File: config.mk
export PLATFORM = sky130hd
export DESIGN_NAME = lockin_sample_fifo
export DESIGN_NICKNAME = d
export VERILOG_FILES = /design/src/rtl/lockin_sample_fifo.sv
export SDC_FILE = /design/constraint.sdc
export NUM_CORES = 1
export LEC_CHECK = 0
export CAP_MARGIN = 10
export CORE_ASPECT_RATIO = 1.25
export CORE_MARGIN = 5
export CORE_UTILIZATION = 61
export DETAILED_ROUTE_END_ITERATION = 12
export PLACE_DENSITY = 0.79
export SETUP_SLACK_MARGIN = 0.1
export SLEW_MARGIN = 20
export SYNTH_ARGS = -nofsm -noshare
export SYNTH_HDL_FRONTEND = slang
export SYNTH_SLANG_ARGS = --single-unit
export TNS_END_PERCENT = 1
File: constraint.sdc
create_clock -name clk_i -period 9.32 [get_ports clk_i]
set_input_delay 1.864 -clock clk_i [delete_from_list [all_inputs] [get_ports clk_i]]
set_output_delay 1.864 -clock clk_i [all_outputs]
set_load 0.01 [all_outputs]
File: src/rtl/lockin_sample_fifo.sv
`default_nettype none
// ============================================================================
// Module   : lockin_sample_fifo
// Purpose  : Buffers lock-in (X, Y) results between the lock-in stage and the
//            processor readout. Each result is tagged with a free-running
//            32-bit sequence number. When the FIFO is full, the newest sample
//            is dropped and counted.
// Ports    : clk_i, reset_ni (async, active low)
//            tick_i, x_i, y_i   - push strobe and signed X/Y sample
//            rd_i, clear_i      - pop request and synchronous flush
//            x_o, y_o, seq_o    - last popped entry, held until next pop
//            rd_valid_o         - 1-cycle pulse after a successful pop
//            empty_o, full_o,
//            level_o            - registered occupancy status
//            drop_cnt_o         - saturating count of rejected ticks
// Revision : 1.0 - initial release
// ============================================================================
module lockin_sample_fifo #(
  parameter int DATA_W = 24,
  parameter int DEPTH  = 16,
  parameter int LVL_W  = $clog2(DEPTH) + 1
) (
  input  logic                     clk_i,
  input  logic                     reset_ni,
  input  logic                     tick_i,
  input  logic signed [DATA_W-1:0] x_i,
  input  logic signed [DATA_W-1:0] y_i,
  input  logic                     rd_i,
  input  logic                     clear_i,
  output logic signed [DATA_W-1:0] x_o,
  output logic signed [DATA_W-1:0] y_o,
  output logic        [31:0]       seq_o,
  output logic                     rd_valid_o,
  output logic                     empty_o,
  output logic                     full_o,
  output logic        [LVL_W-1:0]  level_o,
  output logic        [31:0]       drop_cnt_o
);

  localparam int C_ADDR_W = $clog2(DEPTH);

  // Storage is deliberately left without reset.
  logic [DATA_W-1:0] r_mem_x   [DEPTH];
  logic [DATA_W-1:0] r_mem_y   [DEPTH];
  logic [31:0]       r_mem_seq [DEPTH];

  // Pointers carry one extra bit so that full and empty can be told apart.
  logic [C_ADDR_W:0]   r_wr_ptr;
  logic [C_ADDR_W:0]   r_rd_ptr;
  logic [31:0]         r_seq;
  logic [31:0]         r_drop_cnt;
  logic [LVL_W-1:0]    r_level;
  logic                r_empty;
  logic                r_full;
  logic [DATA_W-1:0]   r_x;
  logic [DATA_W-1:0]   r_y;
  logic [31:0]         r_seq_out;
  logic                r_rd_valid;

  logic                w_ptr_empty;
  logic                w_ptr_full;
  logic                w_do_rd;
  logic                w_do_wr;
  logic                w_do_drop;
  logic                w_tick;
  logic [LVL_W-1:0]    w_level_nxt;

  assign w_ptr_empty = (r_wr_ptr == r_rd_ptr);
  assign w_ptr_full  = (r_wr_ptr[C_ADDR_W] != r_rd_ptr[C_ADDR_W]) &&
                       (r_wr_ptr[C_ADDR_W-1:0] == r_rd_ptr[C_ADDR_W-1:0]);

  // A flush swallows any same-cycle tick or pop entirely.
  assign w_tick    = tick_i && !clear_i;
  assign w_do_rd   = rd_i && !clear_i && !w_ptr_empty;
  // When full, a same-cycle pop frees the slot being written.
  assign w_do_wr   = w_tick && (!w_ptr_full || w_do_rd);
  assign w_do_drop = w_tick && w_ptr_full && !rd_i;

  always_comb begin
    w_level_nxt = r_level;
    if (clear_i) begin
      w_level_nxt = '0;
    end else if (w_do_wr && !w_do_rd) begin
      w_level_nxt = r_level + LVL_W'(1);
    end else if (!w_do_wr && w_do_rd) begin
      w_level_nxt = r_level - LVL_W'(1);
    end
  end

  always_ff @(posedge clk_i) begin
    if (w_do_wr) begin
      r_mem_x[r_wr_ptr[C_ADDR_W-1:0]]   <= x_i;
      r_mem_y[r_wr_ptr[C_ADDR_W-1:0]]   <= y_i;
      r_mem_seq[r_wr_ptr[C_ADDR_W-1:0]] <= r_seq;
    end
  end

  always_ff @(posedge clk_i or negedge reset_ni) begin
    if (!reset_ni) begin
      r_wr_ptr   <= '0;
      r_rd_ptr   <= '0;
      r_seq      <= '0;
      r_drop_cnt <= '0;
      r_level    <= '0;
      r_empty    <= 1'b1;
      r_full     <= 1'b0;
      r_x        <= '0;
      r_y        <= '0;
      r_seq_out  <= '0;
      r_rd_valid <= 1'b0;
    end else begin
      r_level    <= w_level_nxt;
      r_empty    <= (w_level_nxt == '0);
      r_full     <= (w_level_nxt == LVL_W'(DEPTH));
      r_rd_valid <= w_do_rd;

      // Sequence numbers advance on every tick, accepted or dropped.
      if (w_tick) begin
        r_seq <= r_seq + 32'd1;
      end

      if (w_do_drop && (r_drop_cnt != '1)) begin
        r_drop_cnt <= r_drop_cnt + 32'd1;
      end

      if (w_do_rd) begin
        r_x       <= r_mem_x[r_rd_ptr[C_ADDR_W-1:0]];
        r_y       <= r_mem_y[r_rd_ptr[C_ADDR_W-1:0]];
        r_seq_out <= r_mem_seq[r_rd_ptr[C_ADDR_W-1:0]];
      end

      if (clear_i) begin
        r_wr_ptr <= '0;
        r_rd_ptr <= '0;
      end else begin
        if (w_do_wr) begin
          r_wr_ptr <= r_wr_ptr + 1'b1;
        end
        if (w_do_rd) begin
          r_rd_ptr <= r_rd_ptr + 1'b1;
        end
      end
    end
  end

  assign x_o        = r_x;
  assign y_o        = r_y;
  assign seq_o      = r_seq_out;
  assign rd_valid_o = r_rd_valid;
  assign empty_o    = r_empty;
  assign full_o     = r_full;
  assign level_o    = r_level;
  assign drop_cnt_o = r_drop_cnt;

endmodule
`default_nettype wire
# Word level (Yosys, flattened, before mapping)
# Memory sizes are Yosys's and may differ from the RTL's. A register that Yosys moved wholly into a read port is not among the register bits.
# Index checks and enable logic that the tools add are counted.
[word_totals] ff_bits=82 mem_bits_rw=1280 mem_count=3
[op_classes] addsub=6 n_eq_ne=5 mux=9 n_reduce_logical=23
[memory_table] memory="r_mem_seq" words=16 word_bits=32 rd=1 rd_clocked_by_memory_dff=1 write_ports=1 line_no="45" source="logic [31:0] r_mem_seq [DEPTH];"
[memory_table] memory="r_mem_x" words=16 word_bits=24 rd=1 rd_clocked_by_memory_dff=1 write_ports=1 line_no="43" source="logic [DATA_W-1:0] r_mem_x [DEPTH];"
[memory_table] memory="r_mem_y" words=16 word_bits=24 rd=1 rd_clocked_by_memory_dff=1 write_ports=1 line_no="44" source="logic [DATA_W-1:0] r_mem_y [DEPTH];"
[ops] cell="adder 32 x 1 -> 32 bit (second input constant)" n=2
[ops] cell="2-to-1 mux 5 bit" n=7
[ops] cell="inequality test 32 bit (second input constant)" n=1
[ops] cell="adder 5 x 1 -> 5 bit (second input constant)" n=3
[ops] cell="logical AND 1 bit" n=10
[ops] cell="zero test 1 bit" n=9
[ops] cell="== test 5 bit" n=1
[ops] cell="== test 5 bit (second input constant)" n=1
[ops] cell="zero test 5 bit" n=1
[ops] cell="subtractor 5 x 1 -> 5 bit (second input constant)" n=1
[ops] cell="== test 4 bit" n=1
[ops] cell="nonzero test 2 bit" n=2
[ops] cell="2-to-1 mux 1 bit" n=2
[ops] cell="logical OR 1 bit" n=1
[ops] cell="inequality test 1 bit" n=1

# Longest topological paths before layout
[logic_depth] word_depth=11 depth_mapped=9 ltp_nobuf=8

# Worst setup path after synthesis
# No wires, ideal clock.
[synth_path] kind="input-to-reg" from="input clear_i" to="memory r_mem_seq[3][0], enable pin" t_arrival_ns=8.162 path_slack_ns=0.542 path_stages=5 path_cell_list="nand2b_1 clkbuf_1 a21oi_1 nand2_1 nor3_1"
[synth_via] elab_chain_len=7 elab_cells_between_ends=8
[synth_rtl] element="start: declaration" line_no="29" source="input logic clear_i,"
[synth_rtl] element="zero test 1 bit (*)" line_no="73, 74"
[synth_rtl] element="logical AND 1 bit (2 in series)" line_no="74" source="assign w_do_rd = rd_i && !clear_i && !w_ptr_empty;"
[synth_rtl] element="logical OR 1 bit" line_no="76" source="assign w_do_wr = w_tick && (!w_ptr_full || w_do_rd);"
[synth_rtl] element="logical AND 1 bit (*)" line_no="76"
[synth_rtl] element="2-to-1 mux 1 bit (*)" line_no="91" source="if (w_do_wr) begin"
[synth_rtl] element="2-to-1 mux 1 bit (not written as such) (*)" line_no="94" source="r_mem_seq[r_wr_ptr[C_ADDR_W-1:0]] <= r_seq;"
[synth_rtl] element="end: declaration" line_no="45"
# Mark *: on every way between the ends. The rest lies on a longest branch, timed or not.

# Worst setup path after layout
[layout_path] from="input clear_i" to="memory r_mem_seq[11][9], enable pin"
# Same word-level chain as after synthesis.

==> results.ini <==
[synthesis]
synth.distinct_cells = 48
syn_inst = 2334
netlist_area_um2 = 54900
synthArstFlopShare_pct = 11.2
ys_seq_area_share_pct = 77.4
avgSynthCellArea_um2 = 23.5
synth-edff-count = 1280
syn_nets = 2396
synth_warnings = 0
ys_ff_latch = 1442
synth_ff_type = edfxtp_1

[clocking]
cts_resized = 0
cts.sinks = 1442
cts-htree-levels = 4
cts_buffers = 134
clkTransAtPathRegs_ps = 60
postCtsSetupBuffers = 0
hold_buffers = 0
clkLatencyLatePin_ps = 740
cts.path.max_buffers = 3
cts_tree = yes
root_buffer = clkbuf_16

[place]
dpl.hpwl_mm = 61.1
gp_congestion = 0.822
portBuffers = 172

[global_route]
grt_start_max_net_pins = 103
grt_usage_pct = 26.1
grt_pass1_vias = 27424
overflow = 0
grt_antenna_before_repair = 4
grt_pass1_wl_mm = 185

[worst_setup_path]
end_kind = flop
cp.arrival_ps = 6080
start_kind = primary input
cp.required_ps = 9650
crit_fanout = 56
crit_type = primary input to flop

[run_status]
status = finished clean

[floorplan]
chipWidth_um = 278
die-area_um2 = 96200
io_pins = 173
core_area_um2 = 89700
initial_core_util_pct = 61.2
core.rowCount = 123
die_h_um = 345

[sta]
tns_ps = 0
finalHoldWorstSlack_ps = 495
final_hold_viol_count = 0
finClkSkew_ps = 23.8
min_period_ps = 5750
finalMaxSlewViolations = 0
grt_setup_unrepaired = false
min_period_over_period_pct = 61.7
worstMarginPinSlew_ps = 1160
max-slew-margin-rel_pct = 22.4
setup_viol = 0
fmax_mhz = 174

[final_layout]
area_growth_pct = 13.7
drive_above_1_share_pct = 27.6
layout_commonest_cell = edfxtp_1
final_cell_mix = edfxtp_1 (1280), mux4_2 (400), clkdlybuf4s50_1 (171)
multi_input_comb_area_um2 = 12000
final_nets = 2631
final-seq-area_um2 = 42500
nFillCells = 4966

[power]
leakage_nw = 20.4
power.density_nw_per_um2 = 241
ir_drop_v = 0.000207

[routing]
vias = 25945
vias_per_cell = 6.71
drc = 0
wl_mm = 124
dr.pass1.iters = 5
ant_nets = 0
routedWlPerCell_um = 32.1
drt-initial-drc-count = 3070

[job]
drv_cap = 0

[min_path]
hold_path.class = flop to flop

==> report_power, final <==
part,internal [mW],switching (mW),total (mW)
logic,1.16,0.900,2.06
clock network,3.04,2.35,5.40
registers,7.31,0.255,7.57
total,11.5,3.51,15.0
==> worst max-delay path: stages <==
cell and delay, ps:
clkdlybuf4s50_1 810, nand2b_1 510, a21oi_1 510, nand2_1 400
nor2_4 900, buf_4 1010
==> sequential cells by signal, summed over array words and instances (netlist names) <==
| signal | count |
|---|---|
| r_mem_seq | 512 |
| r_mem_x | 384 |
| r_mem_y | 384 |
| drop_cnt_o | 32 |
| r_seq | 32 |
| seq_o | 32 |
| x_o | 24 |
| y_o | 24 |
| level_o | 5 |
| r_rd_ptr | 5 |
| r_wr_ptr | 5 |
| empty_o | 1 |
| full_o | 1 |
| rd_valid_o | 1 |
==> metrics by stage <==
stage               total power, mW  worst slack (ps)  area, um2  utilization [%]  std cells
CTS                            15.1              3750      62400             69.5       3866
global placement               9.67              3070      58100             64.7       3618
detailed placement             9.74              2940      58100             64.7       3618
finish                         15.0              3570      62400             69.6       3869
global route                   15.6              3440      62400             69.6       3869
floorplan                      8.90               542      54900                -       2334
==> final cells by class <==
class / instances / area share, %
inverter: 9 / 0.0541
multi-input combinational: 773 / 19.2
clock inverter: 68 / 0.986
sequential: 1442 / 68.1
antenna: 1 / 0.00401
clock buffer: 180 / 5.89
tap: 1187 / 2.38
timing repair buffer: 209 / 3.36
==> path summary, 6_finish.rpt <==
path	startpoint	to	slack, ps	cells past startpoint
max in group asynchronous	reset_ni	r_rd_ptr[1]	6490	2
setup / recovery	clear_i	r_mem_seq[11][9]	3570	6
min in group asynchronous	reset_ni	y_o[9]	1260	1
setup reg to reg	r_rd_ptr[0]	r_mem_seq[11][9]	4560	6
hold / removal	drop_cnt_o[23]	drop_cnt_o[23]	500	1
hold reg to reg	drop_cnt_o[23]	drop_cnt_o[23]	500	1
==> logic make-up (layout without fill, tap and decap cells) <==
family                   Yosys count  count (layout)  synth area share, %
AO/OA/AOI/OAI                     14              14                0.173
adder cells (fa/ha/maj)            9               9                0.205
other                              0               1                    0
buffers and inverters            119             466                0.927
AND/OR/NAND/NOR                  183             183                 1.82
multiplexers                     492             492                 18.3
flip-flops                      1442            1442                 77.4
XOR/XNOR                          75              75                 1.21
==> Yosys cell counts, types with 2 or more instances <==
library cell,instances,area (um2)
clkbuf_1,59,221
buf_1,6,22.5
nand2b_1,3,18.8
ha_1,9,113
nor2b_1,4,25.0
and3_1,13,81.3
nand2_1,40,150
a21oi_1,3,15.0
nand4b_1,2,17.5
mux4_2,400,9010
and2_1,4,25.0
edfxtp_1,1280,38400
dfrtp_1,161,4030
xnor2_1,42,368
nor4_4,3,63.8
inv_1,9,33.8
mux2_2,83,935
nand3_1,20,100
o21ai_0,2,10.0
mux2i_1,8,80.1
a31oi_1,2,12.5
or3_1,2,12.5
nor2_1,42,158
xor2_1,32,280
nor3b_1,2,15.0
nor3_1,15,75.1
nand4_1,15,93.8
and4_1,11,96.3
buf_2,43,215
==> routing by layer <==
layer	GRT usage [%]	routed length, um
met2	44.4	65900
met5	0	15
met1	35.7	44900
met4	7.00	3200
met3	4.79	10400
Note: power is estimated with default switching activity, not from simulation.
